==> src/rtl/pp_pipeline_accel_pkg.sv <==
// Shared types and helpers for the pp_pipeline_accel region.
// Holds the writer FSM states and the AXI burst-length rule.
package pp_pipeline_accel_pkg;

  typedef enum logic [2:0] {
    S_IDLE,
    S_PARAM,
    S_AW,
    S_W,
    S_DRAIN,
    S_DONE
  } state_e;

  localparam int AXI_LEN_W  = 8;
  localparam int PAGE_BYTES = 4096;

  // beats = min(remaining, max_burst, beats left in the 4 KB page)
  function automatic logic [15:0] calc_beats(
    input logic [15:0] remaining,
    input logic [15:0] max_burst,
    input logic [11:0] addr_lo,
    input int          shift
  );
    logic [12:0] room;
    logic [15:0] b;
    room = (13'(PAGE_BYTES) - {1'b0, addr_lo}) >> shift;
    b = remaining;
    if (max_burst < b) b = max_burst;
    if ({3'b000, room} < b) b = {3'b000, room};
    return b;
  endfunction

endpackage

==> src/rtl/pp_pipeline_accel_mem_writer_if.sv <==
// AXI4-style write-master channel bundle for the memory writer.
// The writer drives the master side; memory drives the slave side.
interface pp_pipeline_accel_mem_writer_if
  import pp_pipeline_accel_pkg::*;
#(
  parameter int DATA_W = 64
);
  logic                 awvalid;
  logic                 awready;
  logic [63:0]          awaddr;
  logic [AXI_LEN_W-1:0] awlen;
  logic                 wvalid;
  logic                 wready;
  logic [DATA_W-1:0]    wdata;
  logic                 wlast;
  logic                 bvalid;
  logic                 bready;

  modport master (
    output awvalid, awaddr, awlen,
    output wvalid, wdata, wlast,
    output bready,
    input  awready, wready, bvalid
  );

  modport slave (
    input  awvalid, awaddr, awlen,
    input  wvalid, wdata, wlast,
    input  bready,
    output awready, wready, bvalid
  );
endinterface

==> src/rtl/pp_pipeline_accel_burst_calc.sv <==
// Combinational burst sizer: splits at row end, MAX_BURST and 4 KB.
// Produces the beat count and the matching AXI length field.
module pp_pipeline_accel_burst_calc
  import pp_pipeline_accel_pkg::*;
#(
  parameter int DATA_W    = 64,
  parameter int MAX_BURST = 16
) (
  input  logic [15:0]          remaining_i,
  input  logic [11:0]          addr_lo_i,
  output logic [15:0]          beats_o,
  output logic [AXI_LEN_W-1:0] awlen_o
);
  localparam int SHIFT = $clog2(DATA_W / 8);

  assign beats_o = calc_beats(remaining_i, 16'(MAX_BURST),
                              addr_lo_i, SHIFT);
  assign awlen_o = AXI_LEN_W'(beats_o - 16'd1);
endmodule

==> src/rtl/pp_pipeline_accel_mem_writer.sv <==
// Dataflow sink: pops base/rows parameters, streams pixels to memory
// through an AXI4-style write master with bounded outstanding bursts.
module pp_pipeline_accel_mem_writer
  import pp_pipeline_accel_pkg::*;
#(
  parameter int DATA_W    = 64,
  parameter int MAX_BURST = 16,
  parameter int MAX_OUT   = 4
) (
  input  logic              ap_clk,
  input  logic              ap_rst,
  input  logic              ap_start,
  output logic              ap_done,
  input  logic              ap_continue,
  output logic              ap_idle,
  output logic              ap_ready,
  input  logic [15:0]       cols,
  input  logic [63:0]       dout_c_dout,
  input  logic              dout_c_empty_n,
  output logic              dout_c_read,
  input  logic [15:0]       rows_c_dout,
  input  logic              rows_c_empty_n,
  output logic              rows_c_read,
  input  logic [DATA_W-1:0] pix_dout,
  input  logic              pix_empty_n,
  output logic              pix_read,
  pp_pipeline_accel_mem_writer_if.master m
);
  localparam int BPB = DATA_W / 8;
  localparam int OW  = $clog2(MAX_OUT + 1);

  state_e state_q, state_d;
  logic [63:0] addr_q, addr_d;
  logic [15:0] rows_q, rows_d;
  logic [15:0] cols_q, cols_d;
  logic [15:0] row_q, row_d;
  logic [15:0] col_q, col_d;
  logic [15:0] beats_q, beats_d;
  logic [15:0] beat_q, beat_d;
  logic [OW-1:0] out_q, out_d;

  logic [15:0]          rem;
  logic [15:0]          cb_beats;
  logic [AXI_LEN_W-1:0] cb_len;
  logic aw_hs, b_hs, last_col, last_img;

  assign rem = cols_q - col_q;

  pp_pipeline_accel_burst_calc #(
    .DATA_W    (DATA_W),
    .MAX_BURST (MAX_BURST)
  ) u_calc (
    .remaining_i (rem),
    .addr_lo_i   (addr_q[11:0]),
    .beats_o     (cb_beats),
    .awlen_o     (cb_len)
  );

  always_comb begin
    state_d  = state_q;
    addr_d   = addr_q;
    rows_d   = rows_q;
    cols_d   = cols_q;
    row_d    = row_q;
    col_d    = col_q;
    beats_d  = beats_q;
    beat_d   = beat_q;
    aw_hs    = 1'b0;
    last_col = col_q == cols_q - 16'd1;
    last_img = last_col && (row_q == rows_q - 16'd1);
    ap_done     = 1'b0;
    ap_idle     = 1'b0;
    ap_ready    = 1'b0;
    dout_c_read = 1'b0;
    rows_c_read = 1'b0;
    pix_read    = 1'b0;
    m.awvalid = 1'b0;
    m.awaddr  = addr_q;
    m.awlen   = cb_len;
    m.wvalid  = 1'b0;
    m.wdata   = pix_dout;
    m.wlast   = 1'b0;
    m.bready  = !ap_rst;
    unique case (state_q)
      S_IDLE: begin
        ap_idle = !ap_start;
        if (ap_start) state_d = S_PARAM;
      end
      S_PARAM: begin
        if (dout_c_empty_n && rows_c_empty_n) begin
          dout_c_read = 1'b1;
          rows_c_read = 1'b1;
          ap_ready    = 1'b1;
          addr_d = dout_c_dout;
          rows_d = rows_c_dout;
          cols_d = cols;
          row_d  = '0;
          col_d  = '0;
          if (rows_c_dout == '0 || cols == '0)
            state_d = S_DONE;
          else
            state_d = S_AW;
        end
      end
      S_AW: begin
        m.awvalid = out_q < OW'(MAX_OUT);
        if (m.awvalid && m.awready) begin
          aw_hs   = 1'b1;
          beats_d = cb_beats;
          beat_d  = '0;
          state_d = S_W;
        end
      end
      S_W: begin
        m.wvalid = pix_empty_n;
        m.wlast  = beat_q == beats_q - 16'd1;
        if (m.wvalid && m.wready) begin
          pix_read = 1'b1;
          addr_d   = addr_q + 64'(BPB);
          beat_d   = beat_q + 16'd1;
          if (last_col) begin
            col_d = '0;
            row_d = row_q + 16'd1;
          end else begin
            col_d = col_q + 16'd1;
          end
          if (m.wlast) state_d = last_img ? S_DRAIN : S_AW;
        end
      end
      S_DRAIN: begin
        if (out_q == '0) state_d = S_DONE;
      end
      S_DONE: begin
        ap_done = 1'b1;
        if (ap_continue) state_d = S_IDLE;
      end
      default: state_d = S_IDLE;
    endcase
    b_hs  = m.bvalid && !ap_rst && (out_q != '0);
    out_d = out_q + OW'(aw_hs) - OW'(b_hs);
    // strobes stay quiet while reset is held, whatever the state
    if (ap_rst) begin
      ap_done     = 1'b0;
      ap_ready    = 1'b0;
      dout_c_read = 1'b0;
      rows_c_read = 1'b0;
      pix_read    = 1'b0;
      m.awvalid   = 1'b0;
      m.wvalid    = 1'b0;
      m.wlast     = 1'b0;
    end
  end

  always_ff @(posedge ap_clk) begin
    if (ap_rst) begin
      state_q <= S_IDLE;
      addr_q  <= '0;
      rows_q  <= '0;
      cols_q  <= '0;
      row_q   <= '0;
      col_q   <= '0;
      beats_q <= '0;
      beat_q  <= '0;
      out_q   <= '0;
    end else begin
      state_q <= state_d;
      addr_q  <= addr_d;
      rows_q  <= rows_d;
      cols_q  <= cols_d;
      row_q   <= row_d;
      col_q   <= col_d;
      beats_q <= beats_d;
      beat_q  <= beat_d;
      out_q   <= out_d;
    end
  end
endmodule

==> src/flat_wrapper.sv <==
// flat-port wrapper written by rule: the top's interface ports become plain ports
module pp_pipeline_accel_mem_writer_flat import pp_pipeline_accel_pkg::*;
#(
  parameter int DATA_W    = 64,
  parameter int MAX_BURST = 16,
  parameter int MAX_OUT   = 4
)
  (ap_clk, ap_rst, ap_start, ap_done, ap_continue, ap_idle, ap_ready, cols, dout_c_dout, dout_c_empty_n, dout_c_read, rows_c_dout, rows_c_empty_n, rows_c_read, pix_dout, pix_empty_n, pix_read, m_awvalid, m_awaddr, m_awlen, m_wvalid, m_wdata, m_wlast, m_bready, m_awready, m_wready, m_bvalid);
  pp_pipeline_accel_mem_writer_if #(.DATA_W(DATA_W)) m_i ();
  input  logic ap_clk;
  input  logic ap_rst;
  input  logic ap_start;
  output logic ap_done;
  input  logic ap_continue;
  output logic ap_idle;
  output logic ap_ready;
  input  logic [15:0] cols;
  input  logic [63:0] dout_c_dout;
  input  logic dout_c_empty_n;
  output logic dout_c_read;
  input  logic [15:0] rows_c_dout;
  input  logic rows_c_empty_n;
  output logic rows_c_read;
  input  logic [DATA_W-1:0] pix_dout;
  input  logic pix_empty_n;
  output logic pix_read;
  output wire logic [$bits(m_i.awvalid)-1:0] m_awvalid;
  output wire logic [$bits(m_i.awaddr)-1:0] m_awaddr;
  output wire logic [$bits(m_i.awlen)-1:0] m_awlen;
  output wire logic [$bits(m_i.wvalid)-1:0] m_wvalid;
  output wire logic [$bits(m_i.wdata)-1:0] m_wdata;
  output wire logic [$bits(m_i.wlast)-1:0] m_wlast;
  output wire logic [$bits(m_i.bready)-1:0] m_bready;
  input wire logic [$bits(m_i.awready)-1:0] m_awready;
  input wire logic [$bits(m_i.wready)-1:0] m_wready;
  input wire logic [$bits(m_i.bvalid)-1:0] m_bvalid;
  assign m_awvalid = m_i.awvalid;
  assign m_awaddr = m_i.awaddr;
  assign m_awlen = m_i.awlen;
  assign m_wvalid = m_i.wvalid;
  assign m_wdata = m_i.wdata;
  assign m_wlast = m_i.wlast;
  assign m_bready = m_i.bready;
  assign m_i.awready = m_awready;
  assign m_i.wready = m_wready;
  assign m_i.bvalid = m_bvalid;
  pp_pipeline_accel_mem_writer #(.DATA_W(DATA_W), .MAX_BURST(MAX_BURST), .MAX_OUT(MAX_OUT)) u_core (.ap_clk(ap_clk), .ap_rst(ap_rst), .ap_start(ap_start), .ap_done(ap_done), .ap_continue(ap_continue), .ap_idle(ap_idle), .ap_ready(ap_ready), .cols(cols), .dout_c_dout(dout_c_dout), .dout_c_empty_n(dout_c_empty_n), .dout_c_read(dout_c_read), .rows_c_dout(rows_c_dout), .rows_c_empty_n(rows_c_empty_n), .rows_c_read(rows_c_read), .pix_dout(pix_dout), .pix_empty_n(pix_empty_n), .pix_read(pix_read), .m(m_i));
endmodule
==> config.mk <==
export PLATFORM = sky130hd
export DESIGN_NAME = pp_pipeline_accel_mem_writer_flat
export DESIGN_NICKNAME = d
export VERILOG_FILES = /design/src/rtl/pp_pipeline_accel_pkg.sv /design/src/rtl/pp_pipeline_accel_mem_writer_if.sv /design/src/rtl/pp_pipeline_accel_burst_calc.sv /design/src/rtl/pp_pipeline_accel_mem_writer.sv /design/src/flat_wrapper.sv
export SDC_FILE = /design/constraint.sdc
export NUM_CORES = 1
export LEC_CHECK = 0
export ABC_CLOCK_PERIOD_IN_PS = 12900
export BUFFER_PORTS_ARGS = -buffer_cell sky130_fd_sc_hd__buf_2
export CORE_MARGIN = 2
export CORE_UTILIZATION = 45
export CTS_BUF_LIST = sky130_fd_sc_hd__clkbuf_4 sky130_fd_sc_hd__clkbuf_8 sky130_fd_sc_hd__clkbuf_16
export DETAILED_ROUTE_END_ITERATION = 6
export PLACE_DENSITY_LB_ADDON = 0.3
export SLEW_MARGIN = 5
export SYNTH_ARGS = -nofsm -noshare
export SYNTH_HDL_FRONTEND = slang
export SYNTH_HIERARCHICAL = 1
export SYNTH_SLANG_ARGS = --single-unit
==> constraint.sdc <==
create_clock -name ap_clk -period 12.9 [get_ports ap_clk]
set_input_delay 1.935 -clock ap_clk [delete_from_list [all_inputs] [get_ports ap_clk]]
set_output_delay 1.935 -clock ap_clk [all_outputs]
set_load 0.02 [all_outputs]
==> run summary <==
The worst register-to-register path begins at u_core/cols_q[0]. After Yosys synthesis, XOR and XNOR cells account for 7.77% of the synthesized area. Via count normalized by instance count: 5.98. The compound-gate portion of the synthesized area is 22.2%.

The cell area that synthesis handed to floorplanning was 12000 um^2. Cell depth of the worst flop-to-flop path: 23. Wires add up to 36400 um.

Yosys printed 6 warnings. For the final-report hold violation count, the log shows 0. After clock tree synthesis, the flow added hold-fix buffers numbering 0.

Setup repair after global routing left no endpoint under its margin. The maximum clock path buffer count came out at 2. The overall die width came out at 168 um. Of the total synthesized cell area, the portion taken by AND, OR, NAND and NOR gates is 28.3%. The run finished with clean final reports. For the sum of internal, switching and leakage power, the log shows 2.16 mW. The first TritonRoute pass finished after 5 iterations. The analysis attributes to cell leakage a power of 5.12 nW.

The tools report the end of the worst register-to-register path as u_core/beats_q[0]. For this run, asynchronously set or reset flops after synthesis account for 0%. The filler cell count is 2599, and the overall via count from detail_route is 12100. The post-CTS repair timing setup buffer count is 0, and the quantity of I/O buffers inserted on ports is 187. In this run the core area contains 59 standard-cell rows.

The share of synthesized cell area in full adder, half adder and majority cells came out at 3.87%. The logs give 46.1% for the initial core utilization and 0 for the remaining routing DRC violations. The number of violations reported at the end of detailed-routing iteration 0 was 896; the count of boundary I/O pins was 316. Multiplexer cells account for 0.935% of the synthesized area. Along the worst path, the maximum fanout reaches 13. In the global route stage, overall resource usage came out at 25.3%. The reported max-cap violation count is 0, and the ratio of final minimum period to clock period is 69.7%.

Clock tree synthesis found a total of 166 sinks. The setup check on the worst reg-to-reg path leaves a slack of 6720 ps. Relative to the synthesized area, the layout overhead comes to 10.1%. Worst min-delay path category: reg -> reg. The run gives 5 as the initial antenna violation count. The finished cells cover 13300 um^2.

STA classifies the critical path endpoint as an output pin. The mean post-synth cell area was 7.43 um^2. Together, buffers and inverters on the worst path number 5. The run gives 12600 um^2 as the placement-stage cell area. The primary flip-flop cell chosen by synthesis mapping was dfxtp_1.

The clock period minus final worst setup slack was 8990 ps; the longest individual stage delay on the worst path was 650 ps. Data arrives at the worst endpoint at 7050 ps. The core area is 26100 um^2.

The clock tree skew after final layout was 20.0 ps; the worst vdd rail ir drop was 0.0905 mV. The first global-routing pass estimated 58400 um of wire. The last weighted congestion value of the routability-driven placer is 0.916. Buffers inserted during clock tree synthesis total 17. For the worst setup path, the data required time is 10970 ps. The tools report the post-synthesis sequential area ratio as 27.6%. At the end of the flow the core is filled with cells to 50.7%. The most critical setup path has its startpoint at u_core/cols_q[0]. In this run the most critical hold path is launched from u_core/rows_q[15]. The type of element launching the critical path was a register.

In this run the power density over the cells is 163 nW/um^2. The tools report the number of instances in the synthesized netlist as 1620. The post-synthesis sequential element count was 166; the number of placed instances, taps included was 1996. Dividing the detail-routed wire length by the instance count gives 17.9 um. The deepest level of the CTS H-tree is 4.

In the final design database the tool counted 1886 nets. The count of cell instances traversed by the critical path is 27, and the layout cell share with drive strength beyond 1 is 16.5%. The detail route stage leaves a number of antenna-violating nets equal to 0. After synthesis, the largest family of logic cells by area is simple AND/OR/NAND/NOR gates. TritonCTS built the clock tree. Counting flops with a built-in enable in the synthesized netlist gives 0. The worst max-slew margin expressed relative to the limit is 40.2%. The later pin in the worst-skew pair is clocked with a latency of 440 ps.

The run gives 0 as the number of max-slew violations in the final report. The worst setup path is of the reg -> out kind. Setup violations remaining at the end of the flow were counted as 0.

For this run, the top clock speed supported by timing is 0.111 GHz. For the leftover overflow at the end of global routing, the log shows 0. The floorplan step defined a die boundary enclosing 28100 um^2. Adding up every negative setup slack in the final design gives 0 ps.

The logs give 11300 for the via count of the first global-routing pass and 0 for the post-CTS resize count. The floorplan step set the die height to 168 um. The cell type group with the largest total delay on the critical path was compound AO/OA/AOI/OAI gates.

The sum of net half-perimeters after detailed placement was 25900 um; the slew at the pin with the worst max-slew slack was 889 ps. The destination of the critical timing path was m_awlen[4]. The largest net degree at the start of global routing is 81. The standard cell with the maximum stage delay on the critical path is a2111oi_0. For the distinct cell type count after synthesis, the log shows 92.

Once layout is complete, the cells apart from fillers number 2029. After clock tree synthesis, the clock-pin slew on the worst setup and hold paths is 70 ps. The tree is rooted in a clkbuf_16.
==> per-layer routing <==
layer	share of wire [%]	wire length (um)	up-vias	global-route usage [%]
met5	0.15	55	-	0
met4	1.2	427	8	6.09
met3	7.4	2670	51	6.41
met2	46	16900	429	41.3
met1	45	16300	5727	33.4
li1	-	-	5911	-
==> worst min-delay path by stage <==
stage | cells after the start | to | slack, ps
floorplan | 2 | u_core/beats_q[15] | 450
finish | 2 | u_core/rows_q[15] | 470
global placement | 2 | u_core/rows_q[15] | 460
detailed placement | 2 | u_core/rows_q[15] | 460
CTS | 2 | u_core/rows_q[15] | 470
global route | 2 | u_core/rows_q[15] | 490
==> synthesized netlist by cell type, drive strengths merged, types with 12 or more instances <==
cell	count	area, um^2
and2	16	100
nor3	55	280
a211oi	38	290
nand3	71	355
o21ai	68	340
nor2	149	559
nand2	192	723
nand4	31	200
a311oi	13	114
inv	48	180
or3	28	181
a31oi	17	106
a21oi	137	686
xnor2	69	612
nor4	40	302
ha	34	425
a22oi	16	120
nor2b	12	75.1
o31ai	13	97.6
buf	92	646
and3	32	210
clkbuf	76	285
dfxtp	166	3320
xor2	37	324
==> cell type report <==
type | count | area [um^2] | share of cell area, %
clock inverters | 14 | 188 | 1.42
diodes | 1 | 2.50 | 0.0189
inverters | 49 | 184 | 1.39
flip-flops and latches | 166 | 3320 | 25.1
clock buffers | 18 | 433 | 3.27
well taps | 335 | 419 | 3.16
repair buffers | 200 | 1040 | 7.82
multi-input cells | 1246 | 7670 | 57.9
==> metrics by stage <==
step / worst slack [ps] / hold slack (ps)
final: 3910 / 468
after global routing: 3220 / 494
after CTS: 3940 / 471
after detailed placement: 4430 / 461
after global placement: 4610 / 458
after floorplan: 5450 / 448
==> worst reg2reg max path: cells and delay by family (launching register included) <==
| kind | cells | cell delay [ps] |
|---|---|---|
| buf+inv | 2 | 350 |
| flops | 1 | 460 |
| xor+xnor | 1 | 140 |
| fa+ha+maj | 3 | 980 |
| simple gates | 7 | 1330 |
| compound gates | 10 | 2820 |
==> cell families after synthesis <==
logic type,after synthesis
other,2
AOI/OAI and AO/OA,404
muxes,11
xor gates and xnor gates,106
buffers and inverters,217
and+or+nand+nor,678
adders and majority gates,36
DFF,166
==> power by group <==
part	internal, mW	total (mW)	leakage, nW	switching, mW
Sequential	0.559	0.641	1.34	0.0818
Clock	0.313	0.548	0.301	0.235
Combinational	0.380	0.973	3.48	0.592
Total	1.25	2.16	5.12	0.909
==> registers in the layout (all words and copies together), names as in the netlist <==
signal,cells
u_core/cols_q,16
u_core/state_q,3
u_core/out_q,3
u_core/beat_q,16
u_core/col_q,16
u_core/rows_q,16
u_core/m.awaddr,64
u_core/beats_q,16
u_core/row_q,16
==> placed cells by master (no fill, tap or decap), types with 14 or more instances in the layout <==
cell / n
o21ai_0: 66
nor2_1: 147
or3_1: 26
a31oi_1: 17
a22oi_1: 16
nand2_1: 189
xnor2_1: 68
buf_2: 186
inv_1: 47
nor4_1: 36
clkbuf_16: 17
and3_1: 30
dfxtp_1: 166
a21oi_1: 137
xor2_1: 37
ha_1: 34
buf_4: 14
nor3_1: 54
a211oi_1: 37
nand4_1: 30
and2_1: 16
nand3_1: 70
(Power assumes the default switching activity.)
